<file path="src/rtl/alu_operand_sequencer.sv">
// Operand/opcode collector for the registered ALU stage: one switch value per button press,
// a single issue pulse, a fixed-latency wait, then result/flags capture for display.
module alu_operand_sequencer #(
  parameter int unsigned N   = 5,
  parameter int unsigned LAT = 2
) (
  input  logic         clk,
  input  logic         rst,
  input  logic [N-1:0] sw,
  input  logic         btn,
  input  logic         clr,
  output logic [N-1:0] A,
  output logic [N-1:0] B,
  output logic [3:0]   sel,
  output logic         issue,
  output logic         busy,
  input  logic [N-1:0] res_in,
  input  logic [3:0]   flags_in,
  output logic [N-1:0] result,
  output logic [3:0]   flags,
  output logic         done,
  output logic [2:0]   state_dbg
);

  localparam int unsigned CW = $clog2(LAT) + 1;

  typedef enum logic [2:0] {
    S_A    = 3'd0,
    S_B    = 3'd1,
    S_OP   = 3'd2,
    S_WAIT = 3'd3,
    S_SHOW = 3'd4
  } state_t;

  state_t        r_state, w_state_d;
  logic          r_sync1, r_sync2, r_prev;
  logic [N-1:0]  r_a, r_b, r_result;
  logic [3:0]    r_sel, r_flags;
  logic [CW-1:0] r_cnt;
  logic          r_issue, r_cap, r_done;
  logic          w_press, w_last;

  assign w_press = r_sync2 & ~r_prev;
  assign w_last  = (r_cnt == CW'(LAT - 1));

  always_ff @(posedge clk or negedge rst) begin
    if (!rst) begin
      r_sync1 <= 1'b0;
      r_sync2 <= 1'b0;
      r_prev  <= 1'b0;
    end else begin
      r_sync1 <= btn;
      r_sync2 <= r_sync1;
      r_prev  <= r_sync2;
    end
  end

  always_ff @(posedge clk or negedge rst) begin
    if (!rst) r_state <= S_A;
    else      r_state <= w_state_d;
  end

  always_comb begin
    w_state_d = r_state;
    unique case (r_state)
      S_A:     if (w_press) w_state_d = S_B;
      S_B:     if (w_press) w_state_d = S_OP;
      S_OP:    if (w_press) w_state_d = S_WAIT;
      S_WAIT:  if (w_last)  w_state_d = S_SHOW;
      S_SHOW:  if (w_press) w_state_d = S_A;
      default: w_state_d = S_A;
    endcase
    if (clr) w_state_d = S_A;
  end

  // done trails the capture edge by one cycle so result/flags are already stable while it is high.
  always_ff @(posedge clk or negedge rst) begin
    if (!rst) begin
      r_a      <= '0;
      r_b      <= '0;
      r_sel    <= '0;
      r_cnt    <= '0;
      r_result <= '0;
      r_flags  <= '0;
      r_issue  <= 1'b0;
      r_cap    <= 1'b0;
      r_done   <= 1'b0;
    end else begin
      r_issue <= 1'b0;
      r_cap   <= 1'b0;
      r_done  <= r_cap;
      if (clr) begin
        r_a    <= '0;
        r_b    <= '0;
        r_sel  <= '0;
        r_cnt  <= '0;
        r_done <= 1'b0;
      end else begin
        unique case (r_state)
          S_A: if (w_press) r_a <= sw;
          S_B: if (w_press) r_b <= sw;
          S_OP: begin
            if (w_press) begin
              r_sel   <= sw[3:0];
              r_cnt   <= '0;
              r_issue <= 1'b1;
            end
          end
          S_WAIT: begin
            r_cnt <= r_cnt + CW'(1);
            if (w_last) begin
              r_result <= res_in;
              r_flags  <= flags_in;
              r_cap    <= 1'b1;
            end
          end
          default: ;
        endcase
      end
    end
  end

  assign A         = r_a;
  assign B         = r_b;
  assign sel       = r_sel;
  assign issue     = r_issue;
  assign busy      = (r_state == S_WAIT);
  assign result    = r_result;
  assign flags     = r_flags;
  assign done      = r_done;
  assign state_dbg = r_state;

endmodule

</file>
<file path="config.mk">
export PLATFORM = sky130hd
export DESIGN_NAME = alu_operand_sequencer
export DESIGN_NICKNAME = d
export VERILOG_FILES = /design/src/rtl/alu_operand_sequencer.sv
export SDC_FILE = /design/constraint.sdc
export NUM_CORES = 1
export LEC_CHECK = 0
export ABC_AREA = 1
export ABC_CLOCK_PERIOD_IN_PS = 1500
export CAP_MARGIN = 20
export CORE_ASPECT_RATIO = 1.4
export CORE_MARGIN = 2
export CORE_UTILIZATION = 46
export CTS_CLUSTER_DIAMETER = 100
export DETAILED_ROUTE_END_ITERATION = 8
export PLACE_DENSITY_LB_ADDON = 0.08
export SLEW_MARGIN = 20
export SYNTH_ARGS = -nofsm -noshare
export SYNTH_HDL_FRONTEND = slang
export SYNTH_SLANG_ARGS = --single-unit
</file>
<file path="constraint.sdc">
create_clock -name clk -period 1.5 [get_ports clk]
set_input_delay 0.3 -clock clk [delete_from_list [all_inputs] [get_ports clk]]
set_output_delay 0.3 -clock clk [all_outputs]
set_load 0.01 [all_outputs]
</file>
==> impl_metrics.csv <==
group,metric,value,unit
drt,met3WireLength,201,microns
status,outcome,"complete, no violations",
drt,met2WireLength,1822,microns
place,pre_cts_ws,-0.004592,ns
timing,setup_viol,0,
floorplan,die_area,3770,sq um
cells_and_area,multi_input_area,548.0,sq um
drt,route.antenna.remaining_nets,0,
timing,rsz0062_at_grt,"false",
worst_setup_path,cp_num_buf_inv,1,
timing,fmax,688.6,MHz
pwr,ir_drop,0.9571,mV
cells_and_area,layout_common_cells,"nand2_1, dfrtp_1, inv_1",
cells_and_area,nNetsFinal,248,
drt,wl,3306,microns
synthesis,yosys_warnings,0,
job,drv_cap,0,
pwr,seqPwrFrac,46.9,%
drt,top_layer,"met4",
pwr,power,2266,uW
hold_path,hold_class,"reg2reg",
synthesis,yosysSeqAreaShare,56.24,%
drt,avgViaCountPerCell,4.757,
cells_and_area,antenna_cells,0,
drt,drc,0,
hold_path,holdPathEnd,"r_sync2$_DFF_PN0_",
clock_network,clkLatencyLatePin,0.28,ns
pwr,pwr-share-comb,26.0,%
timing,hold_viol,0,
pwr,switching_share,28.71,%
pwr,p_clk_share,27.1,%
drt,wl_per_cell,12.34,microns
floorplan,start_util,48.44,%
floorplan,core,3123,sq um
synthesis,synth_nets,187,
global_route,grt_pass1_vias,1336,
drt,dr.pass1.iters,4,
timing,period_share,96.82,%
timing,relSlewSlack,84.12,%
worst_setup_path,cp.arrival,1.15,ns
pwr,p_leak,0.001500,uW
clock_network,htreeDepth,2,
synthesis,ys_ff_latch,34,
clock_network,cts-root-buf,"clkbuf_8",
synthesis,ys_top_cells_by_area,"dfrtp_1, nand2_1, inv_1",
synthesis,avgSynthCellArea,9.004,sq um
floorplan,dieWidth,52.47,microns
floorplan,die_h,71.85,microns
worst_setup_path,required,1.20,ns
timing,final_max_slew_viol_count,0,
timing,finClkSkew,0.003296,ns
cells_and_area,fillers,243,
worst_setup_path,critPathSlowestCell,"clkdlybuf4s50_1",
drt,drtIter0Drc,16,
timing,tightest_slew,0.2379,ns
hold_path,min-delay-start,"r_sync1$_DFF_PN0_",
place,place_inst,257,
pwr,intPower,1615,uW
place,portBuffers,46,
drt,met1_length,1242,microns
cells_and_area,final_common_cell,"nand2_1",
global_route,antenna_found_initial,0,
timing,fin_tns_setup,0,ns
synthesis,synth_cell_types,19,
timing,setup_ws,0.04772,ns
clock_network,clock-sinks,34,
clock_network,cts-buffers-inserted,5,
drt,vias,1275,
worst_setup_path,critPathTopFamily,"buffers and inverters",
pwr,p_per_area,1012,nW/um^2
global_route,grt_max_degree,35,
worst_setup_path,rrSetupSlack,0.08,ns
synthesis,synthCells,168,
hold_path,min_path_cells,0,
clock_network,path_clk_slew,0.06,ns
place,post-dp-hpwl,2393,microns
floorplan,io_pins,47,
global_route,grt_overflow,0,
timing,fin_worst_hold_slack,0.3571,ns
clock_network,max-clock-path-buffers,2,
synthesis,netlist_area,1513,sq um
cells_and_area,ff_latch_area,850.8,sq um
worst_setup_path,r2r_end,"result[3]$_DFFE_PN0P_",
floorplan,rows,24,
worst_setup_path,worst-path-max-fanout,2,
synthesis,synth.largest_area_cell,"dfrtp_1",
cells_and_area,area_delta_synth_final,47.97,%
global_route,grt_pass1_wl,5768,microns
pwr,p_sw,650.7,uW
worst_setup_path,startpoint_type,"flip-flop",
worst_setup_path,crit_path_cell_trace,"clkdlybuf4s50_1",
worst_setup_path,crit_type,"reg2out",
global_route,gr-usage-all-layers,20.68,%
synthesis,synth_top_area_share,56.24,%
worst_setup_path,reg2regPathDepth,9,
timing,finalCriticalPeriod,1.452,ns
clock_network,cts_hold_buf,0,
place,place.gp.congestion,0.7572,
worst_setup_path,rr_startpoint,"state_dbg[2]$_DFFE_PN0P_",
worst_setup_path,worstSetupEndpointType,"output pin",
cells_and_area,fin_cells,268,
worst_setup_path,slowest_delay,0.53,ns
clock_network,cts_tree,"built",
cells_and_area,drive_gt1_share,18.78,%
layout make-up:
type	instances	area share, %
multi-input combinational	105	24.48
tap	39	2.180
sequential	34	38.01
clock buffer	7	3.410
inverter	26	4.472
timing repair buffer	57	27.45
synth_stat cells (all sizes together):
library cell / n
buf: 3
inv: 26
nor3: 2
ha: 1
nand2: 65
dfrtp: 34
a21oi: 1
nor2: 7
o21ai: 14
nand4: 1
o31ai: 1
nand3: 13
repair_timing:
action,in CTS,in global routing
gates resized for setup,4,28
cloned,0,0
pin swaps,0,2
setup endpoints to repair,5,41
buffers inserted,2,2
hold endpoints to repair,0,0
metal layers:
metal | up-vias | track usage (%)
li1 | 631 | -
met1 | 603 | 22.41
met2 | 38 | 36.81
met3 | 3 | 6.875
met4 | 0 | 6.838
met5 | - | 0
logic make-up (layout without fill, tap and decap cells):
kind of cell | Yosys count | after routing | synth area share (%)
adder cells (fa/ha/maj) | 1 | 1 | 0.8270
buffers and inverters | 29 | 90 | 8.684
flip-flops | 34 | 34 | 56.25
AO/OA/AOI/OAI | 16 | 16 | 7.692
AND/OR/NAND/NOR | 88 | 88 | 26.55
registers in the layout, indices dropped and copies added (netlist names):
| name | count |
|---|---|
| A | 5 |
| B | 5 |
| done | 1 |
| flags | 4 |
| issue | 1 |
| r_cap | 1 |
| r_cnt | 2 |
| r_prev | 1 |
| r_sync1 | 1 |
| r_sync2 | 1 |
| result | 5 |
| sel | 4 |
| state_dbg | 3 |
worst max-delay path by stage:
stage,end,slack (ns),start,cells after the start
6_report,B[4],0.05,B[4]$_DFFE_PN0P_,1
5_1_grt,issue,0.006,issue$_DFF_PN0_,1
4_1_cts,busy,0.0008,state_dbg[2]$_DFFE_PN0P_,3
3_5_place_dp,A[4]$_DFFE_PN0P_,-0.005,clr,6
3_3_place_gp,A[4]$_DFFE_PN0P_,0.02,clr,6
2_1_floorplan,flags[0]$_DFFE_PN0P_,0.33,state_dbg[2]$_DFFE_PN0P_,7
power by group through the flow:
stage	combinational, uW	clock, uW	sequential [uW]
after floorplan	218	0	1130
after global placement	585	0	1080
after detailed placement	599	0	1080
after CTS	590	643	1070
after global routing	650	687	1080
final	589	615	1060
through the flow:
step / util, % / instance area (sq um)
3_5_place_dp: 66.15 / 2066
4_1_cts: 68.91 / 2152
6_report: 71.67 / 2238
5_1_grt: 71.67 / 2238
2_1_floorplan: - / 1513
3_3_place_gp: 66.15 / 2066
Note: power is estimated with default switching activity, not from simulation.
==> edit 1: new RTL, same flow settings <==
The parameter `LAT` goes from 2 to 4.
--- a/src/rtl/alu_operand_sequencer.sv
+++ b/src/rtl/alu_operand_sequencer.sv
@@ -3,5 +3,5 @@
 module alu_operand_sequencer #(
   parameter int unsigned N   = 5,
-  parameter int unsigned LAT = 2
+  parameter int unsigned LAT = 4
 ) (
   input  logic         clk,
Behaviour: not the same (a bounded check fails within 10 cycles, from zero or initial values and one cycle with rst low).
==> edit 1 against the original RTL <==
Routed wire length increased by 1.7%. Sequential cell count rose by 1. Design area rose by 1.7%. Worst setup slack lost 0.011 ns. Area after synthesis up 2.8%. Via count up 5.4%. Maximum frequency is 0.76% lower. Power decreased by 4.5%. Highest routed layer unchanged.
==> edit 1: results (changes against the original RTL) <==
final clock skew=0.00674 ns (+0.00344 ns); estimated wirelength of the detail-placed design=2.52 mm (+5.2%); vias per std cell=4.78 (+0.54%); Worst setup startpoint=B[4]; VDD IR-drop max=746 uV (-22%); Worst Hold Class=reg2reg; worst slack at placement=-0.0722 ns (-0.0676 ns); worst max-slew margin expressed relative to the limit=81.9% (-2.2 points); root cell of the clock tree=sky130_fd_sc_hd__clkbuf_8; first-pass GRT wire length=5.69 mm (-1.3%); post-synthesis compound-gate area fraction=5.87% (-1.8 points); most area-consuming cells after synthesis=sky130_fd_sc_hd__dfrtp_1 56%, sky130_fd_sc_hd__nand2_1 18%, sky130_fd_sc_hd__inv_1 6.5%; Arr. time, crit path=1.16 ns; number of flops mapped to enable cells by yosys=0 (unchanged); syn_nets=202 (+8.0%); sequential area share after synthesis=56.3% (+0.071 points); overall track demand over capacity in global routing=20.4% (-0.27 points); via count of the first global-routing pass=1345 (+0.67%); number of warning messages in the yosys log=0 (unchanged); gate family responsible for the most delay along the worst path=buffers and inverters; Inserted Clock Buffers=5 (unchanged); post-CTS setup-driven buffer insertion count=0 (-2); number of buffers between clock root and the deepest sink=2 (unchanged); launch point of the worst hold path=r_sync1; Pins Over Slew Limit=0 (unchanged); Nets=260 (+4.8%); number of I/O port buffers=46 (unchanged); H-Tree Depth=2 (unchanged); proportion of layout cells with a drive suffix above 1=14.1% (-4.7 points); critical path's largest stage delay=0.53 ns (about the same); detail-routed net length per standard cell=12.0 um (-3.0%); adder-cell share of the synthesized area=1.61% (+0.78 points); Commonest cells post-synth=75 x sky130_fd_sc_hd__nand2_1, 35 x sky130_fd_sc_hd__dfrtp_1, 27 x sky130_fd_sc_hd__inv_1, 10 x sky130_fd_sc_hd__nor2_1, 9 x sky130_fd_sc_hd__o21ai_2; Reg-to-Reg Start=state_dbg[0]; Final Wtd Congestion=0.806 (+6.4%); status=finished clean; parity-gate share of the synthesized area counting xor and xnor cells=0% (unchanged); largest net degree at the start of global routing=36 (+2.9%); Leakage=0.00157 uW (+5.0%); count of antenna diodes in the layout=0 (unchanged); multiplexer fraction of the synthesized cell area=0% (unchanged); critical path fanouts, max=2 (unchanged); Max stage delay cell, worst path=sky130_fd_sc_hd__clkdlybuf4s50_1; placed instance area=0.00212 sq mm (+2.8%); Synth cell types=19 (unchanged); 1st-pass router iterations=4 (unchanged)
[edit 1: cell types whose count changed after synthesis]
cell / unedited run / this run
sky130_fd_sc_hd__buf_2: 0 / 1
sky130_fd_sc_hd__buf_4: 0 / 1
sky130_fd_sc_hd__buf_6: 3 / 2
sky130_fd_sc_hd__dfrtp_1: 34 / 35
sky130_fd_sc_hd__ha_1: 1 / 2
sky130_fd_sc_hd__inv_1: 23 / 27
sky130_fd_sc_hd__inv_2: 3 / 1
sky130_fd_sc_hd__nand2_1: 57 / 75
sky130_fd_sc_hd__nand2_2: 6 / 2
sky130_fd_sc_hd__nand2_4: 2 / 0
sky130_fd_sc_hd__nand3_1: 12 / 7
sky130_fd_sc_hd__nor2_1: 3 / 10
sky130_fd_sc_hd__o21ai_1: 5 / 0
[edit 1: kinds of logic after synthesis]
| logic type | Yosys count |
|---|---|
| buffers and inverters | 32 |
| and+or+nand+nor | 102 |
| AOI/OAI and AO/OA | 11 |
| DFF | 35 |
| adders and majority gates | 2 |
[edit 1: path summary, 6_finish.rpt]
check / to / slack (ns) / cells after the start
hold reg to reg: r_sync2 / 0.37 / 0
max in group asynchronous: B[0] / 0.94 / 2
setup / recovery: B[4] / 0.04 / 1
setup reg to reg: sel[1] / 0.15 / 7
min in group asynchronous: sel[3] / 0.39 / 2
hold / removal: r_sync2 / 0.37 / 0
[edit 1: cell type report]
type                    instances  area, sq um
repair buffers                 55          599
clock buffers                   8          100
well taps                      40         50.0
inverters                      28          105
flip-flops and latches         35          876
fillers                       285         1040
multi-input cells             115          547
[edit 1: layer usage]
layer	routed length [um]	part of all wire, %	GRT usage, %
met1	1300	39	21.9
met2	1790	53	35.7
met3	189	5.6	6.35
met4	80	2.4	9.40
met5	0	0	0
[edit 1: timing repair]
action	in CTS	in global routing
resized for setup	5	23
endpoints found under the setup margin	5	23
endpoints found under the hold margin	0	0
[edit 1: metrics by stage]
| stage | util [%] | cells |
|---|---|---|
| 4_1_cts | 66.9 | 281 |
| 6_report | 68.7 | 281 |
| 5_1_grt | 68.7 | 281 |
| 3_3_place_gp | 64.0 | 273 |
| 2_1_floorplan | - | 182 |
| 3_5_place_dp | 64.0 | 273 |
[edit 1: power by group]
part	total (uW)	leakage [uW]	internal [uW]	switching (uW)
logic	387	0.00105	176	211
registers	1030	0.000474	994	35.0
clock network	748	0.0000515	419	329
==> edit 2: new RTL, config.mk and constraints unchanged <==
Made on the original files. Make the reset (`rst`) synchronous in 3 clocked blocks.
--- a/src/rtl/alu_operand_sequencer.sv
+++ b/src/rtl/alu_operand_sequencer.sv
@@ -44,5 +44,5 @@
   assign w_last  = (r_cnt == CW'(LAT - 1));
 
-  always_ff @(posedge clk or negedge rst) begin
+  always_ff @(posedge clk) begin
     if (!rst) begin
       r_sync1 <= 1'b0;
@@ -56,5 +56,5 @@
   end
 
-  always_ff @(posedge clk or negedge rst) begin
+  always_ff @(posedge clk) begin
     if (!rst) r_state <= S_A;
     else      r_state <= w_state_d;
@@ -75,5 +75,5 @@
 
   // done trails the capture edge by one cycle so result/flags are already stable while it is high.
-  always_ff @(posedge clk or negedge rst) begin
+  always_ff @(posedge clk) begin
     if (!rst) begin
       r_a      <= '0;
Function: differs if rst is asserted again (counterexample within 4 cycles, from zero or initial values and one cycle with rst low); with rst held inactive, the same outputs for 10 cycles.
==> edit 2 against the original RTL <==
Die area fell by 9.9%. Area after synthesis fell by 11%. Sequential cell count did not move. Routed wire length decreased by 9.3%. Design area decreased by 9.7%. Synthesized cell count grew 1.2%. Worst setup slack got worse by 0.021 ns. Utilization about the same. Critical path type unchanged.
Power is not compared: it rests on default switching activity, and its combinational part moved more than twofold at a synthesized area within 25%.
==> edit 2: results (changes against the original RTL) <==
status=finished clean; Met2 Routed Length=1.61 mm (-12%); final clock skew=0.00246 ns (-0.000840 ns); met1 global-route usage=18.3% (-4.1 points); multi-input combinational gate total=112 (+6.7%); estimated wirelength of the detail-placed design=2.32 mm (-3.1%); Power, Total=between 1500 and 2000 uW; via count of the first global-routing pass=1164 (-13%); Commonest cells post-synth=48 x sky130_fd_sc_hd__nor2_1, 34 x sky130_fd_sc_hd__dfxtp_1, 24 x sky130_fd_sc_hd__o21ai_0, 20 x sky130_fd_sc_hd__inv_1, 15 x sky130_fd_sc_hd__nand2_1; Worst setup startpoint=result[3]; launch point of the worst hold path=r_cap; Inverters=20 (-23%); sequential area share after synthesis=50.3% (-5.9 points); final WL=3.00 mm (-9.3%); initial drt markers=10 (-6); routed wire length on met3=177 um (-12%); first-pass GRT wire length=4.86 mm (-16%); Hold Path Cell Cnt=2 (+2); Reg2Reg Setup Slack=0.19 ns (+0.11 ns); met3 Use GR=6.55% (-0.32 points); end of the worst register-to-register path=A[4]; Arr. time, crit path=1.17 ns (+0.02 ns); Reg-to-Reg Start=state_dbg[0]; cell count after synthesis=170 (+1.2%); overall track demand over capacity in global routing=19.5% (-1.2 points); R2R depth=8 (-1); filler instances=240 (-1.2%); proportion of layout cells with a drive suffix above 1=14.0% (-4.7 points); routed via count=1266 (-0.71%)
-- edit 2: cells by family (layout without fill, tap and decap cells) --
kind of cell	Yosys count	in the layout	share of synthesized area (%)
and+or+nand+nor	83	83	30.2
adders and majority gates	1	1	0.925
buffers and inverters	24	82	7.95
AOI/OAI and AO/OA	28	28	10.6
DFF	34	34	50.3
-- edit 2: repair_timing --
action,in CTS,in global routing
endpoints found under the setup margin,4,6
setup buffers,0,0
pin swaps,0,0
hold buffers,0,0
gates resized for setup,5,6
-- edit 2: per-stage QoR --
stage	hold slack (ns)	utilization [%]	worst slack (ns)	instance area [sq um]
floorplan	0.390	-	0.275	1350
finish	0.422	71.7	0.0269	2020
CTS	0.428	71.1	0.00782	2010
detailed placement	0.413	67.3	0.0575	1900
global route	0.445	71.7	-0.00621	2020
global placement	0.392	67.3	0.115	1900
-- edit 2: tightest hold or removal path, delay by kind of cell, from the launching register on --
family	cells	cell delay, ns
buffers and inverters	1	0.04
DFF	1	0.30
and+or+nand+nor	1	0.04
